<file path="src/rtl/seg_scan_driver.sv">
// Time-multiplexed 7-segment driver: one shared segment bus, one-hot digit selects,
// per-scan input snapshot, leading-zero blanking and inter-digit blanking.
module seg_scan_driver #(
  parameter int unsigned DIGITS     = 4,
  parameter int unsigned SCAN_DIV   = 50000,
  parameter int unsigned BLANK_CYC  = 2,
  parameter bit          ACTIVE_LOW = 1'b0
) (
  input  logic                  clk,
  input  logic                  rst,
  input  logic [4*DIGITS-1:0]   value,
  input  logic [DIGITS-1:0]     dp,
  input  logic [DIGITS-1:0]     dig_en,
  input  logic                  blank_lz,
  output logic [7:0]            seg,
  output logic [DIGITS-1:0]     dig_sel
);

  localparam int unsigned CntW = $clog2(SCAN_DIV);
  localparam int unsigned IdxW = (DIGITS > 1) ? $clog2(DIGITS) : 1;
  localparam logic [7:0]        SegOff = ACTIVE_LOW ? 8'hFF : 8'h00;
  localparam logic [DIGITS-1:0] SelOff = ACTIVE_LOW ? {DIGITS{1'b1}} : {DIGITS{1'b0}};

  logic [CntW-1:0]     cnt_q, cnt_d;
  logic [IdxW-1:0]     idx_q, idx_d;
  logic [4*DIGITS-1:0] val_q;
  logic [DIGITS-1:0]   dp_q, en_q;
  logic                blz_q;
  logic [7:0]          seg_q, seg_d;
  logic [DIGITS-1:0]   sel_q, sel_d;
  logic                snap_load;
  logic                slot_last;
  logic [DIGITS-1:0]   lz_mask;
  logic [3:0]          cur_nib;
  logic                cur_dp, cur_en, cur_lz;

  function automatic logic [6:0] decode(input logic [3:0] nib);
    logic [6:0] s;
    unique case (nib)
      4'h0: s = 7'h3F;
      4'h1: s = 7'h06;
      4'h2: s = 7'h5B;
      4'h3: s = 7'h4F;
      4'h4: s = 7'h66;
      4'h5: s = 7'h6D;
      4'h6: s = 7'h7D;
      4'h7: s = 7'h07;
      4'h8: s = 7'h7F;
      4'h9: s = 7'h6F;
      4'hA: s = 7'h77;
      4'hB: s = 7'h7C;
      4'hC: s = 7'h39;
      4'hD: s = 7'h5E;
      4'hE: s = 7'h79;
      4'hF: s = 7'h71;
    endcase
    return s;
  endfunction

  // Prescaler and digit index
  always_comb begin
    slot_last = (cnt_q == CntW'(SCAN_DIV - 1));
    cnt_d     = slot_last ? '0 : cnt_q + CntW'(1);
    idx_d     = idx_q;
    if (slot_last) begin
      idx_d = (idx_q == IdxW'(DIGITS - 1)) ? '0 : idx_q + IdxW'(1);
    end
    snap_load = (cnt_q == '0) && (idx_q == '0);
  end

  // A digit is a leading zero when it and every more significant nibble are zero.
  always_comb begin
    logic zero_run;
    zero_run = 1'b1;
    lz_mask  = '0;
    for (int i = int'(DIGITS) - 1; i >= 0; i--) begin
      zero_run   = zero_run & (val_q[4*i +: 4] == 4'h0);
      lz_mask[i] = blz_q & zero_run & (i != 0);
    end
  end

  always_comb begin
    cur_nib = '0;
    cur_dp  = 1'b0;
    cur_en  = 1'b0;
    cur_lz  = 1'b0;
    for (int i = 0; i < int'(DIGITS); i++) begin
      if (idx_q == IdxW'(i)) begin
        cur_nib = val_q[4*i +: 4];
        cur_dp  = dp_q[i];
        cur_en  = en_q[i];
        cur_lz  = lz_mask[i];
      end
    end
    seg_d = '0;
    sel_d = '0;
    if ((cnt_q >= CntW'(BLANK_CYC)) && cur_en) begin
      sel_d = DIGITS'(1) << idx_q;
      seg_d = {cur_dp, cur_lz ? 7'h00 : decode(cur_nib)};
    end
  end

  always_ff @(posedge clk) begin
    if (rst) begin
      cnt_q <= '0;
      idx_q <= '0;
      val_q <= '0;
      dp_q  <= '0;
      en_q  <= '0;
      blz_q <= 1'b0;
      seg_q <= SegOff;
      sel_q <= SelOff;
    end else begin
      cnt_q <= cnt_d;
      idx_q <= idx_d;
      if (snap_load) begin
        val_q <= value;
        dp_q  <= dp;
        en_q  <= dig_en;
        blz_q <= blank_lz;
      end
      seg_q <= seg_d ^ SegOff;
      sel_q <= sel_d ^ SelOff;
    end
  end

  assign seg     = seg_q;
  assign dig_sel = sel_q;

endmodule

</file>
<file path="config.mk">
export PLATFORM = sky130hd
export DESIGN_NAME = seg_scan_driver
export DESIGN_NICKNAME = d
export VERILOG_FILES = /design/src/rtl/seg_scan_driver.sv
export SDC_FILE = /design/constraint.sdc
export NUM_CORES = 1
export LEC_CHECK = 0
export ABC_AREA = 0
export CAP_MARGIN = 30
export CELL_PAD_IN_SITES_DETAIL_PLACEMENT = 1
export CELL_PAD_IN_SITES_GLOBAL_PLACEMENT = 1
export CORE_MARGIN = 2
export CORE_UTILIZATION = 41
export DETAILED_ROUTE_END_ITERATION = 6
export GPL_TIMING_DRIVEN = 0
export PLACE_DENSITY_LB_ADDON = 0.1
export SLEW_MARGIN = 20
export SYNTH_ARGS = -nofsm -noshare
export SYNTH_HDL_FRONTEND = slang
export SYNTH_SLANG_ARGS = --single-unit
</file>
<file path="constraint.sdc">
create_clock -name clk -period 3 [get_ports clk]
set_input_delay 0.45 -clock clk [delete_from_list [all_inputs] [get_ports clk]]
set_output_delay 0.45 -clock clk [all_outputs]
set_load 0.01 [all_outputs]
</file>
== Word level (Yosys, flattened, before mapping) ==
Memories as Yosys holds them, arrays and structs flattened. A register that Yosys moved wholly into a read port is not among the register bits.
Cells that the tools add are included.
Storage, ports and cells
  flip-flop bits (word level): 48
  bits in read-only memories: 112
  input port bits: 27
  output and inout port bits: 12
  word-level logic and storage cells: 49
  memories kept: 1
Operators by class
  $add $sub $neg: 2
  magnitude comparators: 1
  eq/ne operators: 4
  shifts and indexed selects: 1
  muxes and demuxes: 16
  bitwise gates (word level): 6
  reductions and logical operators: 10
Memories
  (no name shown): depth 16, width 7, read ports 1, clocked after Yosys merged registers in 1, wr ports 0, line 39  | unique case (nib)
Operators by type and width (count)
  16-bit by 1-bit adder with 16-bit output (second input constant): 1
  16-bit == test (second input constant): 1
  16-bit by 2-bit >= comparator with 1-bit output (second input constant): 1
  16-bit logical NOT: 1
  4-bit two-way mux: 4
  4-bit logical NOT: 3
  1-bit two-way mux: 11
  1-bit AND: 5
  2-bit == test (second input constant): 2
  2-bit OR reduction: 2
  1-bit by 2-bit left shift with 4-bit output (first input constant): 1
  3-bit OR reduction: 1
  2-bit by 1-bit adder with 2-bit output (second input constant): 1
  2-bit by 1-bit == test with 1-bit output (second input constant): 1
  1-bit logical AND: 2
  2-bit logical NOT: 1
  2-bit two-way mux: 1
  1-bit NOT: 1

== Logic depth before layout (Yosys ltp) ==
  word-level depth: 8
  mapped depth: 11
  mapped depth without buffers: 10

== Least setup slack after synthesis ==
No wires, ideal clock.
  path type: register to register
  start: reg idx_q[1]
  end: reg seg_q[1] (netlist: seg[1])
  library setup time: 0.095 ns
  arrival: 2.392 ns
  required time: 2.905 ns
  setup slack: 0.512 ns
  stages on the path, launching flop included: 11
  buffers on the path: 1
  period minus slack after synthesis: 2.488 ns
  cells stage by stage: dfxtp_1 -> inv_1 -> ha_1 -> buf_4 -> nand3b_1 -> a221oi_1 -> inv_1 -> ha_1 -> nor2_1 -> a21oi_2 -> a221oi_1
On the way
  cells in the longest elaborated chain, start to end: 8
  elaborated cells on any way between the ends: 18
  those cells by class: eq/ne (3); mux (11); bitwise (1); reduce/logical (3)
Ends and longest elaborated chain
  start: declaration: line 25  | logic [IdxW-1:0] idx_q, idx_d;
  start signal: assignment: line 115  | idx_q <= idx_d;
  2-bit logical NOT: line 88  | if (idx_q == IdxW'(i)) begin
  1-bit two-way mux (4 in a row): line 88
  1-bit logical AND: line 97  | if ((cnt_q >= CntW'(BLANK_CYC)) && cur_en) begin
  1-bit NOT (no source line)
  3-bit OR reduction (no source line)
  end: declaration: line 29  | logic [7:0] seg_q, seg_d;
Parallel ways exist; a longest one is shown, timed or not.
A chain may end at the register's enable or synchronous reset.

== Worst setup path after layout ==
Same ends and word-level chain as after synthesis.

==> run summary <==
Final hold slack - 478 ps
Largest net degree at the start of global routing - 15
H-tree Lvls - 2
Vias in the first global route - 2253
# DRC - 0
Period minus WS final - 2760 ps
Fraction of synthesized area in multiplexers - 0.00790
WP buf/inv - 3
Layout cells sized above 1 - 0.0989
Min-Delay Path Class - reg -> reg
Initial Util - 0.424
Routed Antenna Nets - 0
Rel. slew slack - 0.679
Crit path max-delay cell type - dfxtp_1
Nets - 396
Worst R2R Start - idx_q[1]$_SDFFE_PP0P_
DP Worst Slack - -117 ps
Syn Inst Count - 310
Initial antenna violation count - 0
Crit-path cells - inv_1 -> ha_1 -> buf_4 -> nand3b_1 -> a221oi_4 -> inv_1 -> ha_1 -> nor2_1 -> a21oi_2 -> a221oi_1
Post-Layout Cell Count - 431
XOR/XNOR share of the synthesized area - 0.0455
Int Pwr - 1.03 mW
Compound-cell area share of the yosys netlist - 0.198
Critical path data arrival time - 2960 ps
Die Span X - 85.0 um
RSZ-0062 raised after global routing - no
Critical Path Max Stage Delay - 420 ps
Rows - 29
Synth warn - 0
Distinct cell type count after synthesis - 48
Total core area - 0.00635 mm^2
Tightest Pin Transition - 481 ps
DRT Wirelength - 6550 um
FF+latch count, synth - 55
Seq pwr share - 0.552
Count leader, synth - dfxtp_1
Most frequent cells after synthesis - 55 x dfxtp_1, 41 x nand2_1, 31 x a21oi_1, 29 x o21ai_0, 25 x nor2_1
Sum Neg Setup Slack - 0 ps
Placed Cells - 425
Num CTS Buffers - 5
Post-synthesis simple-gate area fraction - 0.219
GPL Wtd Cong - 0.787
Crit path max fanout - 10
Fin worst setup slack - 241 ps
Io pins - 39
Core Util, Final - 0.514
Synth Area per Inst - 8.69 um^2
Routed wire per std cell - 15.2 um
1st-iter DRT viols - 52
Adder-cell share of the synthesized area - 0.0651
Setup CP Type - reg -> reg
Status - finished, final reports clean
Clk pwr share - 0.277
Die area - 0.00723 mm^2
DR vias/cell - 5.39
Switching power - 403 uW
CTS tree - yes
Pwr/cell area - 440 mW/mm^2
Setup Skew - 8.56 ps
Seq/Total Area, Yosys - 0.409
First-pass GRT wire length - 11000 um
WP data required - 3200 ps
Hpwl dp - 4850 um
HP Start - dp_q[3]$_SDFFE_PP0P_
Cell taking the most area after synthesis - dfxtp_1
Gate power share - 0.171
Sw frac - 0.281
Net Count, Synth - 351
Top cell type's share of synthesized area - 0.409
GR Overflow Total - 0
Top area cells in the synthesized netlist - dfxtp_1 41%, ha_1 6.5%, a21oi_1 5.8%
Clock sink count - 55
Hold_buf cts - 0
Port Buffers - 38
Startpoint Class - flop
Leak - 1.25 nW
Number of synthesized flops with an enable pin - 0
Fin crit share - 0.920
Post-synthesis async set-or-reset flop share - 0
FMAX - 362 MHz
Filler cells - 759
Final Hold Fails - 0
Area Growth Syn to Fin - 21.3%
Delay-heaviest family, CP - compound AO/OA/AOI/OAI gates
Clk buf depth - 2
Clk_lat worst skew - 320 ps
Crit. End Element - flop
All-Layer GR Usage - 0.190
Crit path launch - idx_q[1]$_SDFFE_PP0P_
Ant diodes - 0
Clock root buffer - clkbuf_8
Via count - 2323
Max Cap Viol - 0
Pre-antenna DRT Iters - 4
Final setup viols - 0
Die H - 85.0 um
Main combinational cell family by area after synthesis - simple AND/OR/NAND/NOR gates
Post-synth top flop - dfxtp_1
Post-Synthesis Cell Area - 0.00269 mm^2
Number of max-slew violations in the final report - 0
Peak supply drop - 0.000258 V
Clock slew at reported path FFs - 90 ps
## registers in the layout, summed over array words and instances (netlist names)
signal	cells
cnt_q	16
val_q	16
seg	8
dig_sel	4
dp_q	4
en_q	4
idx_q	2
blz_q	1
## worst min-delay path, delay by kind of cell, from the launching register on
family          cells  cell delay [ps]
compound gates      1               70
flops               1              320
simple gates        1               50
## worst paths after layout
path / to / slack [ps] / cells after the start
setup / recovery: seg[1]$_SDFF_PP0_ / 240 / 10
setup reg to reg: seg[1]$_SDFF_PP0_ / 240 / 10
hold / removal: seg[7]$_SDFF_PP0_ / 480 / 2
hold reg to reg: seg[7]$_SDFF_PP0_ / 480 / 2
## cell type report
class	count	area, um^2	area share
Timing Repair Buffer	38	380	0.116
Sequential cell	55	1100	0.337
Inverter	16	60.1	0.0184
Buffer	16	88.8	0.0272
Multi-Input combinational cell	223	1470	0.449
Clock buffer	6	72.6	0.0222
Tap cell	77	96.3	0.0295
## cells in the final DEF (no fill, tap or decap), types with 3 or more instances in the layout
master / instances
and3_1: 5
and4_1: 4
clkbuf_1: 8
clkdlybuf4s50_1: 38
clkbuf_8: 5
nor3b_1: 3
nand4_1: 4
dfxtp_1: 55
o21ai_0: 29
nand3_1: 6
nor2_1: 25
a211oi_1: 6
inv_1: 16
nand2_1: 41
ha_1: 13
a21oi_1: 31
xor2_1: 12
buf_4: 7
## metal layers
layer / routed length (um) / track usage
met5: 0 / 0
met4: 78 / 0.0563
met3: 172 / 0.0360
met2: 3190 / 0.320
met1: 3110 / 0.247
## power by group through the flow
stage	registers, mW	clock network, mW	logic [mW]
after global routing	0.800	0.436	0.276
after floorplan	0.804	0	0.155
after global placement	0.810	0	0.236
after detailed placement	0.811	0	0.243
after CTS	0.794	0.407	0.246
final	0.794	0.397	0.246
## repair_timing
| action | in CTS | in global routing |
|---|---|---|
| setup endpoints to repair | 2 | 4 |
| resized for setup | 1 | 3 |
| buffers inserted | 0 | 0 |
## through the flow
stage | cell area, um^2 | total power [mW]
2_1_floorplan | 2690 | 0.959
5_1_grt | 3270 | 1.51
3_3_place_gp | 3170 | 1.05
4_1_cts | 3250 | 1.45
6_report | 3270 | 1.44
3_5_place_dp | 3170 | 1.05
## logic make-up after synthesis
logic type	after synthesis
AND/OR/NAND/NOR	109
AO/OA/AOI/OAI	84
flip-flops	55
buffers and inverters	32
XOR/XNOR	14
adder cells (fa/ha/maj)	14
multiplexers	2
Note: power is estimated with default switching activity, not from simulation.
